### config.mk
export PLATFORM = sky130hd
export DESIGN_NAME = sram_cfg_loader
export DESIGN_NICKNAME = d
export VERILOG_FILES = /design/src/rtl/sram_cfg_loader_pkg.sv /design/src/rtl/sram_cfg_loader_shift_reg.sv /design/src/rtl/sram_cfg_loader.sv
export SDC_FILE = /design/constraint.sdc
export NUM_CORES = 1
export LEC_CHECK = 0
export ABC_CLOCK_PERIOD_IN_PS = 1600
export BUFFER_PORTS_ARGS = -buffer_cell sky130_fd_sc_hd__buf_4
export CORE_MARGIN = 4
export CORE_UTILIZATION = 46
export DETAILED_ROUTE_END_ITERATION = 8
export GPL_TIMING_DRIVEN = 1
export MAX_ROUTING_LAYER = met4
export PLACE_DENSITY_LB_ADDON = 0.25
export SLEW_MARGIN = 20
export SYNTH_ARGS = -nofsm -noshare
export SYNTH_HDL_FRONTEND = slang
export SYNTH_SLANG_ARGS = --single-unit
### constraint.sdc
create_clock -name clk -period 1.6 [get_ports clk]
set_input_delay 0.16 -clock clk [delete_from_list [all_inputs] [get_ports clk]]
set_output_delay 0.16 -clock clk [all_outputs]
set_load 0.05 [all_outputs]
### src/rtl/sram_cfg_loader_pkg.sv
// Shared state encoding and sizing helpers
// for the config SRAM loader.
package cfg_pkg;

  typedef enum logic [1:0] {
    LOAD_IDLE = 2'd0,
    LOAD_LOAD = 2'd1,
    LOAD_READ = 2'd2
  } cfg_state_t;

  localparam int DEF_ADDR_WIDTH = 4;
  localparam int DEF_DATA_WIDTH = 1;

  // serial bits in one full load or readback
  localparam int TOTAL_BITS =
    DEF_DATA_WIDTH << DEF_ADDR_WIDTH;

  // bit counter width, never below one bit
  function automatic int cnt_width(
    input int dw
  );
    return (dw > 1) ? $clog2(dw) : 1;
  endfunction

endpackage

### src/rtl/sram_cfg_loader_shift_reg.sv
// Right-shifting word register: serial-in at
// the MSB, parallel load, serial-out at bit 0.
module cfg_shift_reg #(
  parameter int DATA_WIDTH = 1
) (
  input  logic                  clk,
  input  logic                  rst,
  input  logic                  load_en,
  input  logic                  shift_en,
  input  logic                  ser_in,
  input  logic [DATA_WIDTH-1:0] par_in,
  output logic [DATA_WIDTH-1:0] q,
  output logic [DATA_WIDTH-1:0] q_shift
);

  // q_shift is the word after one shift, so the
  // loader can write a word on its last bit
  generate
    if (DATA_WIDTH == 1) begin : g_one
      assign q_shift = ser_in;
    end else begin : g_wide
      assign q_shift =
        {ser_in, q[DATA_WIDTH-1:1]};
    end
  endgenerate

  // parallel load wins over shift
  always_ff @(posedge clk or posedge rst) begin
    if (rst) begin
      q <= '0;
    end else if (load_en) begin
      q <= par_in;
    end else if (shift_en) begin
      q <= q_shift;
    end
  end

endmodule

### src/rtl/sram_cfg_loader.sv
// Serial config loader/readback controller
// for one config SRAM instance.
module sram_cfg_loader
  import cfg_pkg::*;
#(
  parameter int ADDR_WIDTH = 4,
  parameter int DATA_WIDTH = 1
) (
  input  logic                  clk,
  input  logic                  rst,
  input  logic                  start_load,
  input  logic                  start_read,
  input  logic                  cfg_in,
  input  logic                  cfg_valid,
  output logic                  cfg_ready,
  output logic                  cfg_out,
  output logic                  cfg_out_valid,
  output logic                  busy,
  output logic                  done,
  output logic [ADDR_WIDTH-1:0] sram_waddr,
  output logic [DATA_WIDTH-1:0] sram_wdata,
  output logic                  sram_we,
  output logic [ADDR_WIDTH-1:0] sram_raddr,
  input  logic [DATA_WIDTH-1:0] sram_rdata
);

  localparam int BW = cnt_width(DATA_WIDTH);
  localparam logic [BW-1:0] BIT_LAST =
    BW'(DATA_WIDTH - 1);
  localparam logic [BW-1:0] BIT_ONE = 1;
  localparam logic [ADDR_WIDTH:0] ADDR_ONE = 1;
  localparam logic [ADDR_WIDTH-1:0] ADDR_LAST =
    '1;

  cfg_state_t state, state_nxt;

  // extra MSB flags the terminal count
  logic [ADDR_WIDTH:0]   addr;
  logic [BW-1:0]         bcnt;
  logic [DATA_WIDTH-1:0] sh_q;
  logic [DATA_WIDTH-1:0] sh_next;
  logic                  sh_load;
  logic                  sh_shift;
  logic                  sh_in;
  logic                  accept;
  logic                  bit_last;
  logic                  addr_end;

  assign addr_end  = addr[ADDR_WIDTH];
  assign bit_last  = (bcnt == BIT_LAST);
  assign cfg_ready = (state == LOAD_LOAD) &&
                     !addr_end;
  assign accept    = cfg_ready && cfg_valid;
  assign busy      = (state != LOAD_IDLE);
  assign sram_raddr =
    (state == LOAD_READ) ?
    addr[ADDR_WIDTH-1:0] : '0;
  assign cfg_out   = cfg_out_valid && sh_q[0];

  cfg_shift_reg #(
    .DATA_WIDTH(DATA_WIDTH)
  ) u_shift (
    .clk     (clk),
    .rst     (rst),
    .load_en (sh_load),
    .shift_en(sh_shift),
    .ser_in  (sh_in),
    .par_in  (sram_rdata),
    .q       (sh_q),
    .q_shift (sh_next)
  );

  // state register
  always_ff @(posedge clk or posedge rst) begin
    if (rst) begin
      state <= LOAD_IDLE;
    end else begin
      state <= state_nxt;
    end
  end

  // next state; load wins a simultaneous start
  always_comb begin
    state_nxt = state;
    unique case (state)
      LOAD_IDLE: begin
        if (start_load) begin
          state_nxt = LOAD_LOAD;
        end else if (start_read) begin
          state_nxt = LOAD_READ;
        end
      end
      LOAD_LOAD: begin
        if (addr_end) begin
          state_nxt = LOAD_IDLE;
        end
      end
      LOAD_READ: begin
        if (cfg_out_valid && bit_last &&
            addr_end) begin
          state_nxt = LOAD_IDLE;
        end
      end
      default: state_nxt = LOAD_IDLE;
    endcase
  end

  // shifter control: assemble on load,
  // reload/serialize on readback
  always_comb begin
    sh_load  = 1'b0;
    sh_shift = 1'b0;
    sh_in    = 1'b0;
    unique case (state)
      LOAD_LOAD: begin
        sh_shift = accept;
        sh_in    = cfg_in;
      end
      LOAD_READ: begin
        sh_load  = !cfg_out_valid ||
                   (bit_last && !addr_end);
        sh_shift = cfg_out_valid && !bit_last;
      end
      default: begin
        sh_load  = 1'b0;
      end
    endcase
  end

  // counters and registered outputs
  always_ff @(posedge clk or posedge rst) begin
    if (rst) begin
      addr          <= '0;
      bcnt          <= '0;
      sram_waddr    <= '0;
      sram_wdata    <= '0;
      sram_we       <= 1'b0;
      done          <= 1'b0;
      cfg_out_valid <= 1'b0;
    end else begin
      sram_we <= 1'b0;
      done    <= 1'b0;
      unique case (state)
        LOAD_IDLE: begin
          if (start_load || start_read) begin
            addr <= '0;
            bcnt <= '0;
          end
        end
        LOAD_LOAD: begin
          if (accept) begin
            if (bit_last) begin
              sram_wdata <= sh_next;
              sram_waddr <= addr[ADDR_WIDTH-1:0];
              sram_we    <= 1'b1;
              addr       <= addr + ADDR_ONE;
              bcnt       <= '0;
              done       <=
                (addr[ADDR_WIDTH-1:0] ==
                 ADDR_LAST);
            end else begin
              bcnt <= bcnt + BIT_ONE;
            end
          end
        end
        LOAD_READ: begin
          if (!cfg_out_valid) begin
            cfg_out_valid <= 1'b1;
            addr          <= addr + ADDR_ONE;
            bcnt          <= '0;
          end else if (bit_last) begin
            if (addr_end) begin
              cfg_out_valid <= 1'b0;
              done          <= 1'b1;
            end else begin
              addr <= addr + ADDR_ONE;
              bcnt <= '0;
            end
          end else begin
            bcnt <= bcnt + BIT_ONE;
          end
        end
        default: begin
          sram_we <= 1'b0;
        end
      endcase
    end
  end

endmodule

Yosys cells after proc, flatten, opt, wreduce, memory -nomap -nowiden
Index checks and enable logic that the tools add are counted.

cells by class
  add/subtract/negate cells = 2
  equality and inequality tests = 11
  muxes and demuxes = 35
  bitwise operators = 1
  reduce and logical (&&, ||, !) cells = 20

operators by type and width
  kind                                                                      number
  5-bit 2-to-1 mux                                                          6
  1-bit 2-to-1 mux                                                          19
  5-bit one-hot mux with 3 select lines                                     1
  3-bit inequality test (second input constant)                             3
  3-bit AND reduction                                                       3
  2-bit 2-to-1 mux                                                          4
  2-bit inequality test (second input constant)                             4
  1-bit logical AND                                                         7
  2-bit one-hot mux with 3 select lines                                     1
  6-bit AND reduction                                                       1
  5-bit by 1-bit adder with 5-bit output (second input constant)            1
  5-bit AND reduction                                                       1
  4-bit equality test (second input constant)                               1
  4-bit 2-to-1 mux                                                          1
  1-bit one-hot mux with 2 select lines                                     2
  2-bit nonzero test                                                        2
  1-bit one-hot mux with 3 select lines                                     1
  3-bit nonzero test                                                        1
  2-bit by 1-bit equality test with 1-bit output (second input constant)    1
  2-bit equality test (second input constant)                               1
  1-bit zero test                                                           2
  2-bit zero test                                                           1
  1-bit logical OR                                                          2
  2-bit by 1-bit inequality test with 1-bit output (second input constant)  1
  other kinds (2)                                                           2

storage, ports and cells
  register bits after elaboration = 17
  logic and storage cells = 79

Logic depth before layout (Yosys ltp)
  word-level depth = 6
  gate-level depth with buffers = 9

By module
From an unflattened synthesis, not the netlist that was laid out.

unflattened totals
  cells, all modules = 86
  area, all modules = 873.3 µm²

modules (own cells, without submodules)
  module           times used  cells an instance  area each (µm²)  seq. area each (µm²)
  sram_cfg_loader  1           80                 818.3            375.4
  cfg_shift_reg    1           6                  55.1             25.0

Least setup slack after synthesis
No wires, ideal clock.

  kind = register to register
  start point = register state[1]
  end point = register u_shift.q
  arrival = 2,203 ps
  path slack = -748 ps
  stages on the path, launching flop included = 10
  clock period less this slack = 2,348 ps
  cells stage by stage = dfrtp_1 > inv_1 > ha_1 > buf_6 > nor2b_1 > nand2_1 > inv_2 > nand2_1 > mux2i_1 > o21ai_0

between the ends
  cells in the longest elaborated chain, start to end = 5
  elaborated cells on any way between the ends = 10

ends and longest elaborated chain
  item                                            RTL line                         text
  from (decl)                                     sram_cfg_loader.sv:35            cfg_state_t state, state_nxt;
  from (signal assigned)                          sram_cfg_loader.sv:78            state <= state_nxt;
  2-bit by 1-bit equality test with 1-bit output  sram_cfg_loader.sv:51            assign cfg_ready = (state == LOAD_LOAD) &&
  1-bit logical AND                               sram_cfg_loader.sv:51
  via cfg_ready                                   sram_cfg_loader.sv:15            output logic cfg_ready,
  1-bit logical AND                               sram_cfg_loader.sv:53            assign accept = cfg_ready && cfg_valid;
  1-bit one-hot mux with 2 select lines           sram_cfg_loader.sv:114           unique case (state)
  2-bit nonzero test (no line)                    -
  to (signal assigned)                            sram_cfg_loader_shift_reg.sv:32  q <= par_in;
  to (signal assigned)                            sram_cfg_loader_shift_reg.sv:34  q <= q_shift;
  to (decl)                                       sram_cfg_loader_shift_reg.sv:12  output logic [DATA_WIDTH-1:0] q,

The timed path passes the listed nets, and every way through them passes these cells. The select of a mux whose other input is x is not followed.
A chain may end at the register's enable or synchronous reset.

Final worst setup path
  start point = register state[1]
  end point = register addr[1]

between the ends
  cells in the longest elaborated chain, start to end = 5
  elaborated cells on any way between the ends = 13

ends and longest elaborated chain
  item                                            RTL line                                       text
  2-bit by 1-bit equality test with 1-bit output  sram_cfg_loader.sv:51, sram_cfg_loader.sv:143
  1-bit logical AND                               sram_cfg_loader.sv:51
  1-bit logical AND                               sram_cfg_loader.sv:53
  2-bit inequality test (no line)                 -
  6-bit AND reduction (no line)                   -
  to (signal assigned)                            sram_cfg_loader.sv:156                         addr <= addr + ADDR_ONE;
  to (signal assigned)                            sram_cfg_loader.sv:169                         addr <= addr + ADDR_ONE;
  to (signal assigned)                            sram_cfg_loader.sv:176                         addr <= addr + ADDR_ONE;
  to (decl)                                       sram_cfg_loader.sv:38                          logic [ADDR_WIDTH:0] addr;

Several ways; a longest one is shown, not always the timed one.

==> metrics.log <==
INFO  metric multiInputGateArea = 591 µm²
INFO  metric postSynth.topFlopCell = dfrtp_1
INFO  metric via_count_of_the_first_global_routing_pass = 816
INFO  metric power_density = 1740 nW/µm²
INFO  metric initial_utilization = 49.8%
INFO  metric critical_path.slowest_cell = dfrtp_1
INFO  metric critical_path.n_buffers_inverters = 2
INFO  metric synth_top_area_cell = dfrtp_1
INFO  metric top_level_ports = 22
INFO  metric syn-num-nets = 105
INFO  metric outcome = finished with violations
INFO  metric synth_top_area_share = 45.1%
INFO  metric cts.htree.levels = 1
INFO  metric critPathRequiredTime = 1810 ps
INFO  metric grt_setup_unrepaired = yes
INFO  metric antenna_cells_inserted = 0
INFO  metric grt_pass1_wl = 3.84 mm
INFO  metric synth_cell_types = 29
INFO  metric postSynth.asyncResetShare = 100%
INFO  metric fillers = 105
INFO  metric maximum_number_of_pins_on_one_net_before_global_route_repair = 17
INFO  metric finalWeightedCongestion = 0.851
INFO  metric cts_root_buffer = clkbuf_4
INFO  metric combPwrFrac = 68.4%
INFO  metric finalNetCount = 150
INFO  metric post_synth.cell_area_avg = 9.55 µm²
INFO  metric floorplan.rows = 15
INFO  metric drtAntennaViolNets = 0
INFO  metric globalRouteOverflowTotal = 0
INFO  metric start_kind = register
INFO  metric cp_max_fo = 6
INFO  metric drt_wl_total = 2.95 mm
INFO  metric clk_pin_slew = 110 ps
INFO  metric cp_cell_sequence = inv_2 > ha_4 > a21o_1 > a2111oi_4 > buf_6 > o2111ai_1 > o21ai_0
INFO  metric vdd_drop_max = 1.45 mV
INFO  metric initial_antenna_violation_count = 0
INFO  metric max_stage_delay = 430 ps
INFO  metric synthesis.yosys.warnings = 0
INFO  metric postSynthCellCount = 93
INFO  metric worst-endpoint-arrival = 1910 ps
INFO  metric hold_viol = 0
INFO  metric syn_std_cell_area = 888 µm²
INFO  metric setup_tns_final = -472 ps
INFO  metric clk_latency = 300 ps
INFO  metric area.growth.synth_to_final = 63.1%
INFO  metric ff_latch_area = 402 µm²
INFO  metric synth_register_bits = 16
INFO  metric worst_slew_margin = 58.8%
INFO  metric initialDrtViolationCount = 37
INFO  metric post_layout_instance_area = 1450 µm²
INFO  metric number_of_buffers_on_the_longest_clock_path = 2
INFO  metric die_area = 2700 µm²
INFO  metric detailedRoute.firstPassIterationCount = 4
INFO  metric vertical_die_dimension = 51.9 µm
INFO  metric yosysSeqAreaShare = 45.1%
INFO  metric fin_crit_sh = 106%
INFO  metric synth-edff-count = 0
INFO  metric failed_checks = negative setup slack
INFO  metric die_x = 51.9 µm
INFO  metric cts.sinks = 16
INFO  metric place.detailed.hpwl = 1.62 mm
INFO  metric power_spent_charging_and_discharging_nets = 1.22 mW
INFO  metric place.port_buffers = 21
INFO  metric finish.cell_count_without_fillers = 162
INFO  metric pre_cts_ws = -199 ps
INFO  metric route.vias.total = 891
INFO  metric power_leakage = 0.702 nW
INFO  metric avgViaCountPerCell = 5.50
INFO  metric worstMarginPinSlew = 617 ps
INFO  metric coreArea = 1780 µm²
INFO  metric setup_viol = 8
INFO  metric seqPwrFrac = 22.0%
INFO  metric min-delay-path-class = in2reg
INFO  metric synthTopCellsByArea = dfrtp_1 (45%), nand2_1 (7.6%), ha_1 (7.0%)
INFO  metric slew_viol_final = 0
INFO  metric power.share.clock = 9.7%
INFO  metric groute.usage.overall = 20.1%
INFO  metric max_cap_viol_count = 0
INFO  metric maxClockFrequency = 589 MHz
INFO  metric number_of_buffers_added_by_the_clock_tree_synthesis_step = 3
INFO  metric setup.worst_path.end_class = register
INFO  metric remaining_drc_errors = 0
INFO  metric post_route_cells_drive_above_1_share = 52.6%
INFO  metric power_switching_share = 48.2%
INFO  metric drt-wirelength-per-cell = 18.2 µm
INFO  metric kind_of_cell_adding_the_most_delay_to_the_critical_path = compound AO/OA/AOI/OAI gates
INFO  metric setup_slack = -99.2 ps
INFO  metric dp_cells = 148
INFO  metric fin_crit = 1700 ps
INFO  metric internal-power = 1.31 mW
INFO  metric dpl_cell_area = 1180 µm²
INFO  metric final.setup_skew = 9.08 ps
INFO  metric timing_worst_setup_path_type = reg2reg
INFO  metric tritoncts = done
-- logic make-up (layout without fill, tap and decap cells) --
kind of cell | Yosys count | after routing | synth area share, %
multiplexers | 2 | 2 | 2.25
AO/OA/AOI/OAI | 23 | 23 | 20.7
flip-flops | 16 | 16 | 45.1
AND/OR/NAND/NOR | 36 | 36 | 19.0
adder cells (fa/ha/maj) | 5 | 5 | 7.04
buffers and inverters | 11 | 55 | 5.92
-- worst paths after layout --
| path | start | endpoint | slack [ps] | cells after the start |
|---|---|---|---|---|
| max in group asynchronous | rst | cfg_out_valid$_DFFE_PP0P_ | 670 | 3 |
| worst min register to register | sram_waddr[2]$_DFFE_PP0P_ | sram_waddr[2]$_DFFE_PP0P_ | 490 | 2 |
| worst max-delay path | state[1]$_DFFE_PP0P_ | addr[1]$_DFFE_PP0P_ | -100 | 7 |
| worst max register to register | state[1]$_DFFE_PP0P_ | addr[1]$_DFFE_PP0P_ | -100 | 7 |
| min in group asynchronous | rst | addr[4]$_DFFE_PP0P_ | 500 | 3 |
| worst min-delay path | sram_rdata | u_shift.q$_DFFE_PP0P_ | 60 | 3 |
-- routing by layer --
layer / vias to the layer above / GRT usage [%] / wire length, µm
met5: - / - / 0
met4: 0 / 6.55 / 39
met3: 8 / 3.44 / 259
met2: 68 / 32.2 / 1570
met1: 407 / 25.7 / 1080
li1: 408 / - / -
-- timing repair --
item,4_1_cts,5_1_grt
resized for setup,17,19
endpoints found under the hold margin,16,0
pin swaps,3,9
hold buffers,1,0
cloned,0,0
buffers inserted,3,6
endpoints found under the setup margin,12,11
-- layout make-up --
cell class,count,share of cell area [%]
multi-input cells,66,40.8
repair buffers,42,25.0
flip-flops and latches,16,27.7
clock buffers,4,1.81
inverters,9,2.50
well taps,25,2.16
-- worst register-to-register path, cell delays in order (launching register included) --
cell and delay, ps:
dfrtp_1 430, inv_2 90, ha_4 180, a21o_1 190, a2111oi_4 330, buf_6 180, o2111ai_1 110, o21ai_0 100
-- per-stage QoR --
stage / utilization [%] / total power [mW] / hold WS (ps)
after floorplan: - / 1.48 / 73.7
after global placement: 66.5 / 1.85 / 265
after detailed placement: 66.5 / 1.90 / 271
after CTS: 74.2 / 2.31 / 66.2
after global routing: 81.3 / 2.66 / 87.4
final: 81.3 / 2.53 / 61.3
-- flip-flops by register name (all words and copies together) (netlist names) --
name,cells
u_shift.q,1
addr,5
state,2
done,1
sram_wdata,1
sram_we,1
cfg_out_valid,1
sram_waddr,4
-- placed cells by master, fill, tap and decap left out, types with 3 or more instances in the layout --
master | synthesis | routed
buf_6 | 1 | 4
ha_4 | 0 | 5
nand2b_1 | 3 | 3
dfrtp_1 | 16 | 15
clkbuf_4 | 0 | 3
nand2_1 | 18 | 17
and2_4 | 0 | 4
buf_8 | 0 | 4
inv_1 | 8 | 6
buf_4 | 1 | 33
-- power groups by stage --
stage               registers, mW  clock network, mW  logic, mW
detailed placement          0.551                  0       1.35
global placement            0.550                  0       1.30
CTS                         0.543              0.234       1.54
finish                      0.555              0.244       1.73
floorplan                   0.686                  0      0.797
global route                0.567              0.259       1.83
-- synth_stat cells, drive strengths merged, types with 2 or more instances --
| cell | count |
|---|---|
| nand2 | 18 |
| dfrtp | 16 |
| inv | 9 |
| and2 | 5 |
| ha | 5 |
| o21ai | 5 |
| nor2 | 4 |
| a21oi | 3 |
| nand2b | 3 |
| a2bb2oi | 2 |
| buf | 2 |
| mux2i | 2 |
| nand3 | 2 |
| nor2b | 2 |
| o21a | 2 |
| o2bb2ai | 2 |
No activity file was read; power rests on OpenSTA's default activity.
